### config.mk
export PLATFORM = sky130hd
export DESIGN_NAME = fifo_stream_reader
export DESIGN_NICKNAME = d
export VERILOG_FILES = /design/src/rtl/fifo_pkg.sv /design/src/rtl/stream_skid_buf.sv /design/src/rtl/fifo_stream_reader.sv
export SDC_FILE = /design/constraint.sdc
export NUM_CORES = 1
export LEC_CHECK = 0
export CAP_MARGIN = 30
export CORE_MARGIN = 8
export CORE_UTILIZATION = 52
export DETAILED_ROUTE_END_ITERATION = 7
export HOLD_SLACK_MARGIN = 0.05
export MAX_ROUTING_LAYER = met4
export PLACE_DENSITY = 0.9
export SKIP_LAST_GASP = 1
export SYNTH_ARGS = -nofsm -noshare
export SYNTH_HDL_FRONTEND = slang
export SYNTH_SLANG_ARGS = --single-unit
### constraint.sdc
create_clock -name clk -period 2.3 [get_ports clk]
set_clock_uncertainty 0.15 [all_clocks]
set_input_delay 0.69 -clock clk [delete_from_list [all_inputs] [get_ports clk]]
set_output_delay 0.69 -clock clk [all_outputs]
set_load 0.005 [all_outputs]
### src/rtl/fifo_pkg.sv
// Shared definitions for the synchronous FIFO and its writer/reader masters.
package fifo_pkg;

    localparam int DATA_WIDTH_DEF = 8;
    localparam int PKT_LEN_DEF    = 16;
    localparam int CNT_W_DEF      = 16;

    typedef logic [DATA_WIDTH_DEF-1:0] data_t;

endpackage

### src/rtl/stream_skid_buf.sv
// Two-entry in-order holding buffer: entry0 is always the head, entry1 the
// second-oldest word. Pushes beyond two entries are dropped.
module stream_skid_buf #(
    parameter int W = 8
) (
    input  logic         clk,
    input  logic         rst,
    input  logic         push,
    input  logic [W-1:0] push_data,
    input  logic         pop,
    output logic [W-1:0] head,
    output logic [1:0]   count
);

    logic [W-1:0] entry0;
    logic [W-1:0] entry1;
    logic         do_push;
    logic         do_pop;

    assign do_pop  = pop && (count != 2'd0);
    assign do_push = push && ((count != 2'd2) || do_pop);
    assign head    = entry0;

    always_ff @(posedge clk) begin
        if (rst) begin
            count  <= 2'd0;
            entry0 <= '0;
            entry1 <= '0;
        end else begin
            case ({do_push, do_pop})
                2'b10: begin
                    if (count == 2'd0) entry0 <= push_data;
                    else               entry1 <= push_data;
                    count <= count + 2'd1;
                end
                2'b01: begin
                    entry0 <= entry1;
                    count  <= count - 2'd1;
                end
                2'b11: begin
                    // Head retires and the new word lands behind whatever remains.
                    if (count == 2'd1) begin
                        entry0 <= push_data;
                    end else begin
                        entry0 <= entry1;
                        entry1 <= push_data;
                    end
                end
                default: ;
            endcase
        end
    end

endmodule

### src/rtl/fifo_stream_reader.sv
// Read-side master: pops the synchronous FIFO (1-cycle read latency) and
// presents words on a valid/ready stream with frame tagging and a beat count.
module fifo_stream_reader
    import fifo_pkg::*;
#(
    parameter int DATA_WIDTH = DATA_WIDTH_DEF,
    parameter int PKT_LEN    = PKT_LEN_DEF,
    parameter int CNT_W      = CNT_W_DEF
) (
    input  logic                  clk,
    input  logic                  rst,
    output logic                  fifo_rd_en,
    input  logic [DATA_WIDTH-1:0] fifo_dout,
    input  logic                  fifo_empty,
    output logic                  m_valid,
    input  logic                  m_ready,
    output logic [DATA_WIDTH-1:0] m_data,
    output logic                  m_last,
    output logic [CNT_W-1:0]      words_out
);

    localparam logic [CNT_W-1:0] BEAT_LAST = CNT_W'(PKT_LEN - 1);

    logic [1:0]       buf_cnt;
    logic             inflight;
    logic [CNT_W-1:0] beat_cnt;
    logic [CNT_W-1:0] words_cnt;
    logic [2:0]       occupancy;
    logic             handshake;

    // Stream contract: a beat moves on a rising edge where m_valid && m_ready;
    // while m_valid && !m_ready, m_data and m_last are held unchanged.
    assign m_valid   = (buf_cnt != 2'd0);
    assign handshake = m_valid && m_ready;
    assign occupancy = {1'b0, buf_cnt} + {2'b00, inflight};

    // Words already buffered plus the one in flight never exceed two slots.
    assign fifo_rd_en = !fifo_empty && !rst && ((occupancy < 3'd2) || handshake);

    assign m_last    = (beat_cnt == BEAT_LAST) && m_valid;
    assign words_out = words_cnt;

    stream_skid_buf #(
        .W (DATA_WIDTH)
    ) u_skid (
        .clk       (clk),
        .rst       (rst),
        .push      (inflight),
        .push_data (fifo_dout),
        .pop       (handshake),
        .head      (m_data),
        .count     (buf_cnt)
    );

    always_ff @(posedge clk) begin
        if (rst) begin
            inflight  <= 1'b0;
            beat_cnt  <= '0;
            words_cnt <= '0;
        end else begin
            inflight <= fifo_rd_en;
            if (handshake) begin
                words_cnt <= words_cnt + 1'b1;
                beat_cnt  <= (beat_cnt == BEAT_LAST) ? '0 : beat_cnt + 1'b1;
            end
        end
    end

endmodule

==> summary.md, run 1 <==
| Metric | Value |
|---|---|
| Place WS | `-0.654 ns` |
| Flops & latches, synth | `51` |
| # diodes | `0` |
| Reg2reg path depth | `7` |
| Wire per inst | `15.7 um` |
| Fmax | `0.435 GHz` |
| Root Buffer | `clkbuf_8` |
| Synth top area cells | `dfxtp_1 44%, nor2_1 7.1%, xor2_1 4.9%, mux2i_1 4.3%, nand2_1 3.7%` |
| PD cells | `777 nW/um^2` |
| Mapped Area | `2320 um^2` |
| WL final | `6130 um` |
| Clock sink count | `51` |
| Hold slack | `0.349 ns` |
| Slew @ Worst Pin | `0.384 ns` |
| Clk Latency, worst-skew pair | `0.30 ns` |
| Final Cycle Share | `100%` |
| CP max-delay cell | `dfxtp_2` |
| Post-route ant nets | `0` |
| CP delay by family, top | `simple AND/OR/NAND/NOR gates` |
| Via density per instance | `5.76` |
| Worst setup path startpoint | `beat_cnt[0]` |
| Crit Path Class | `reg2out` |
| Synth async-reset ratio | `0%` |
| Worst setup EP type | `primary output` |
| Post-synth EDFFs | `0` |
| Netlist cell types | `36` |
| Top Ports | `39` |
| Worst path required time | `1.46 ns` |
| Post-Synthesis Net Count | `284` |
| Syn Inst Count | `267` |
| Largest net degree at the start of global routing | `39` |
| Initial Util | `53.6%` |
| Critical Path Sink | `m_last` |
| CP bufs+invs | `1` |
| Vias | `2239` |
| Die height | `82.8 um` |
| Final hold vios | `0` |
| Max-slew violation count | `0` |
| Die ar. | `6850 um^2` |
| Final setup viols | `1` |
| Worst Hold Class | `reg2reg` |
| Critical Path, Cell by Cell | `ha_4 -> nor4bb_4 -> nand4_1 -> nor2_1 -> buf_2` |
| Overall track demand over capacity in global routing | `20.2%` |
| Setup_tns | `-0.000809 ns` |
| Unrepaired setup endpoints after global routing | `true` |
| Reg-to-reg endpoint | `words_out[13]` |
| Run status | `complete, but fails checks` |
| Most frequent cells in the layout | `48 x dfxtp_1, 44 x nor2_1, 37 x buf_4` |
| Commonest non-fill, non-tap cell in the layout | `dfxtp_1` |
| FF-to-FF Start | `u_skid.count[0]` |
| Setup slack, reg-to-reg | `0.22 ns` |
| GP Congestion | `0.846` |
| Clock buffer count from CTS | `5` |
| Most used flip-flop cell after synthesis | `dfxtp_1` |
| Core area | `4320 um^2` |
| Failing checks | `negative setup slack` |
| Reg clk slew, reported paths | `0.09 ns` |
| Synth Area per Inst | `8.68 um^2` |
| Maximum capacitance violations | `0` |
| Number of global-route vias before repair | `2404` |
| Area grow syn2layout | `36.3%` |
| Yosys top cell by area | `dfxtp_1` |
| Row count | `24` |
| Ys Warns | `0` |
| Area share of the largest cell type after synthesis | `44.1%` |
| DRT iter0 DRCs | `85` |
| Initial antenna violation count | `0` |
| H-tree depth | `2` |
| Share of cells above drive strength 1 | `18.4%` |
| Slew margin rel. | `74.4%` |
| Total congestion overflow | `0` |
| DRC | `0` |
| Worst vdd ir | `624 uV` |
| Fillers | `330` |
| Cell depth of the worst setup path | `5` |
| Area of placed instances | `2990 um^2` |
| Maximum net fanout on the critical path | `2` |
| Max incr delay on CP | `0.37 ns` |
| CTS tree | `done` |
| CTS max path bufs | `2` |
| First-pass GRT wire length | `10700 um` |
| Hold_buf cts | `0` |
| Seq/Total Area, Yosys | `44.1%` |
| Final #Nets | `354` |
| Post-DP HPWL | `4290 um` |
| Startpoint Class | `flop` |
| Port bufs | `38` |
| Final Cell Area | `3160 um^2` |
| Tmin final | `2.30 ns` |
| Die width | `82.8 um` |
| Crit path DAT | `1.46 ns` |
| DR pass1 iterations | `4` |
| P_leak | `1.25 nW` |
| Slack of the critical path | `-0.000809 ns` |
metal layers:
layer  track usage [%]  share of wire (%)  vias to the layer above
li1                  -                  -                     1085
met4              8.97                2.1                        0
met5                 -                  0                        -
met1              21.4                 43                     1085
met2              35.3                 51                       54
met3              4.33                4.0                       15
cell type report:
class | instances | area [um^2] | share of cell area [%]
multi-input combinational | 199 | 1280 | 40.5
sequential | 51 | 1020 | 32.4
timing repair buffer | 76 | 668 | 21.2
clock buffer | 5 | 68.8 | 2.18
tap | 52 | 65.1 | 2.06
clock inverter | 2 | 37.5 | 1.19
inverter | 4 | 15.0 | 0.475
repair_timing:
item                                    4_1_cts  5_1_grt
pin swaps                                     4        4
setup buffers                                 1        1
endpoints found under the setup margin        5        5
gates resized for setup                      20        6
registers in the layout (all words and copies together) (netlist names):
name	cells
u_skid.entry1	8
u_skid.count	2
u_skid.head	8
words_out	16
inflight	1
beat_cnt	16
cells by family (layout without fill, tap and decap cells):
logic type               count (synthesis)  count (layout)  synth area share, %
flip-flops                              51              51                 44.1
AND/OR/NAND/NOR                        130             130                 28.7
XOR/XNOR                                22              22                 8.32
buffers and inverters                   17              87                 3.08
adder cells (fa/ha/maj)                  5               5                 2.70
AO/OA/AOI/OAI                           32              32                 8.80
multiplexers                            10              10                 4.32
power breakdown:
| group | internal, mW | switching (mW) | total (mW) |
|---|---|---|---|
| sequential | 0.981 | 0.0685 | 1.05 |
| combinational | 0.405 | 0.391 | 0.796 |
| clock | 0.318 | 0.291 | 0.609 |
worst min-delay path by stage:
stage | startpoint | cells past startpoint | slack [ns] | to
after detailed placement | words_out[15] | 2 | 0.33 | words_out[15]
after CTS | words_out[15] | 2 | 0.34 | words_out[15]
after global routing | u_skid.entry1[5] | 2 | 0.36 | u_skid.head[5]
final | words_out[15] | 2 | 0.35 | words_out[15]
after floorplan | beat_cnt[1] | 2 | 0.30 | beat_cnt[1]
after global placement | words_out[15] | 2 | 0.31 | words_out[15]
cells in the mapped netlist (3+ instances only):
cell type / number
a311oi_1: 9
xor2_1: 13
nor2_1: 44
a21oi_1: 12
inv_1: 4
and4_1: 4
ha_1: 5
xnor2_1: 9
dfxtp_1: 51
buf_2: 6
nand3_1: 16
nand2_1: 23
clkbuf_1: 7
nor3_1: 5
mux2i_1: 10
and4b_1: 3
o21ai_0: 6
nand4_1: 10
or3_1: 4
nor4_1: 5
stage by stage:
| step | std cells | total power [mW] | util, % |
|---|---|---|---|
| after CTS | 388 | 2.44 | 72.6 |
| final | 389 | 2.46 | 73.0 |
| after global placement | 380 | 1.77 | 69.1 |
| after global routing | 389 | 2.58 | 73.0 |
| after floorplan | 267 | 1.44 | - |
| after detailed placement | 380 | 1.81 | 69.1 |
worst register-to-register path, cell delays in order, from the launching register on:
cell	delay (ns)
dfxtp_1	0.34
inv_1	0.07
ha_2	0.21
buf_4	0.16
and4b_1	0.29
nand3_2	0.14
or4_1	0.50
a21oi_1	0.15
Note: power is estimated with default switching activity, not from simulation.
==> run 2, diff against run 1 <==
--- a/config.mk
+++ b/config.mk
@@ -7,11 +7,11 @@
 export LEC_CHECK = 0
 export CAP_MARGIN = 30
 export CORE_MARGIN = 8
-export CORE_UTILIZATION = 52
+export CORE_UTILIZATION = 45
 export DETAILED_ROUTE_END_ITERATION = 7
 export HOLD_SLACK_MARGIN = 0.05
 export MAX_ROUTING_LAYER = met4
-export PLACE_DENSITY = 0.9
+export PLACE_DENSITY = 0.81
 export SKIP_LAST_GASP = 1
 export SYNTH_ARGS = -nofsm -noshare
 export SYNTH_HDL_FRONTEND = slang
==> summary.md, run 2 (synthesis results as in run 1) <==
| Metric | Value |
|---|---|
| Initial antenna violation count | `0 (unchanged)` |
| Reg clk slew, reported paths | `0.09 ns (about the same)` |
| Clk Latency, worst-skew pair | `0.31 ns (about the same)` |
| Max-slew violation count | `0 (unchanged)` |
| Crit Path Class | `in2out` |
| Initial Util | `46.0% (-7.6 points)` |
| Placed Instances | `397 (+4.5%)` |
| Hold_buf cts | `0 (unchanged)` |
| Startpoint Class | `input port` |
| Fmax | `0.443 GHz (+2.0%)` |
| Core area | `5040 um^2 (+17%)` |
| Area grow syn2layout | `38.8%` |
| PD cells | `801 nW/um^2 (+3.0%)` |
| Clock sink count | `51 (unchanged)` |
| Worst setup EP type | `primary output` |
| Clock buffer count from CTS | `5 (unchanged)` |
| Area of placed instances | `3020 um^2 (+0.92%)` |
| Max incr delay on CP | `0.25 ns (-0.12 ns)` |
| Die ar. | `7700 um^2 (+12%)` |
| Post-DP HPWL | `4010 um (-6.7%)` |
| Unrepaired setup endpoints after global routing | `true` |
| Crit path DAT | `1.42 ns (-0.04 ns)` |
| Die height | `87.8 um (+6.0%)` |
| H-tree depth | `2 (unchanged)` |
| Maximum net fanout on the critical path | `2 (unchanged)` |
| Post-route ant nets | `0 (unchanged)` |
| Slew margin rel. | `74.0% (-0.37 points)` |
| Largest net degree at the start of global routing | `39 (unchanged)` |
| Slew @ Worst Pin | `0.387 ns (+0.00205 ns)` |
| Critical Path, Cell by Cell | `dlygate4sd2_1 -> nor2b_4 -> nor2_1 -> nor3_2 -> buf_2` |
| DR pass1 iterations | `5 (+1)` |
| Run status | `completed` |
| Root Buffer | `clkbuf_8` |
| Port bufs | `38 (unchanged)` |
| Setup_tns | `0 ns (+0.000809 ns)` |
| Final setup viols | `0 (-1)` |
| Number of global-route vias before repair | `2224 (-7.5%)` |
| Most frequent cells in the layout | `49 x dfxtp_1, 44 x nor2_1, 36 x buf_4` |
| Non-filler instance count after layout | `408 (+4.9%)` |
| Final Cell Area | `3220 um^2 (+1.8%)` |
| GP Congestion | `0.797 (-5.7%)` |
| Worst Hold Class | `reg2reg` |
| WL final | `5900 um (-3.7%)` |
| Total congestion overflow | `0 (unchanged)` |
| Row count | `26 (+8.3%)` |
| Tmin final | `2.26 ns (-0.0447 ns)` |
| Final Cycle Share | `98.1% (-1.9 points)` |
| Via density per instance | `5.35 (-7.1%)` |
| Overall power | `2.58 mW (+4.9%)` |
| CP max-delay cell | `dlygate4sd2_1` |
| Final hold vios | `0 (unchanged)` |
| Overall track demand over capacity in global routing | `16.2% (-4.0 points)` |
| # diodes | `0 (unchanged)` |
| DRC | `0 (unchanged)` |
| Fillers | `424 (+28%)` |
| DRT iter0 DRCs | `117 (+38%)` |
| CTS max path bufs | `2 (unchanged)` |
| First-pass GRT wire length | `9860 um (-7.6%)` |
| P_leak | `1.27 nW (+1.1%)` |
| Setup slack, reg-to-reg | `0.24 ns (+0.02 ns)` |
| Vias | `2182 (-2.5%)` |
| Top Ports | `39 (unchanged)` |
| Die width | `87.8 um (+6.0%)` |
| CTS tree | `done` |
| Maximum capacitance violations | `0 (unchanged)` |
| Final #Nets | `354 (unchanged)` |
| Wire per inst | `14.5 um (-8.2%)` |
| Worst vdd ir | `528 uV (-15%)` |
| Worst path required time | `1.46 ns (about the same)` |
| Commonest non-fill, non-tap cell in the layout | `dfxtp_1` |
| Share of cells above drive strength 1 | `18.0% (-0.35 points)` |
-- run 2: cell type report --
cell class	instances	area, um^2	area share (%)
Clock buffer	6	72.6	2.26
Clock inverter	2	60.1	1.87
Inverter	4	15.0	0.467
Multi-Input combinational cell	199	1280	39.8
Sequential cell	51	1020	31.8
Tap cell	70	87.6	2.72
Timing Repair Buffer	76	677	21.1
-- run 2: worst paths after layout --
kind                         start        endpoint  cells after the start
hold / removal    u_skid.entry1[3]  u_skid.head[3]                      2
setup / recovery           m_ready      fifo_rd_en                      5
hold reg to reg   u_skid.entry1[3]  u_skid.head[3]                      2
setup reg to reg   u_skid.count[1]   words_out[13]                      7
-- run 2: power by group --
part	internal, mW	switching [mW]	total (mW)
Sequential	0.980	0.0644	1.04
Combinational	0.408	0.383	0.792
Clock	0.435	0.305	0.740
Total	1.82	0.752	2.58
-- run 2: repair_timing --
item	CTS	global route
resized for setup	17	8
setup endpoints to repair	3	3
setup buffers	2	1
pin swaps	4	4
-- run 2: worst max-delay path, delay by kind of cell --
kind / cells / cell delay [ns]
buffers and inverters: 2 / 0.37
and+or+nand+nor: 3 / 0.34
-- run 2: routing by layer --
metal	wire, um	part of all wire [%]	track usage [%]
met5	0	0	-
met4	54	0.92	4.38
met3	247	4.2	4.13
met2	3010	51	28.3
met1	2590	44	17.7
-- run 2: per-stage QoR --
stage / setup WS [ns] / util (%) / hold WS [ns]
final: 0.0439 / 63.8 / 0.343
after global routing: -0.0242 / 63.8 / 0.364
after CTS: -0.0101 / 62.9 / 0.343
after detailed placement: -0.658 / 59.8 / 0.329
after global placement: -0.599 / 59.8 / 0.319
after floorplan: 0.0555 / - / 0.299
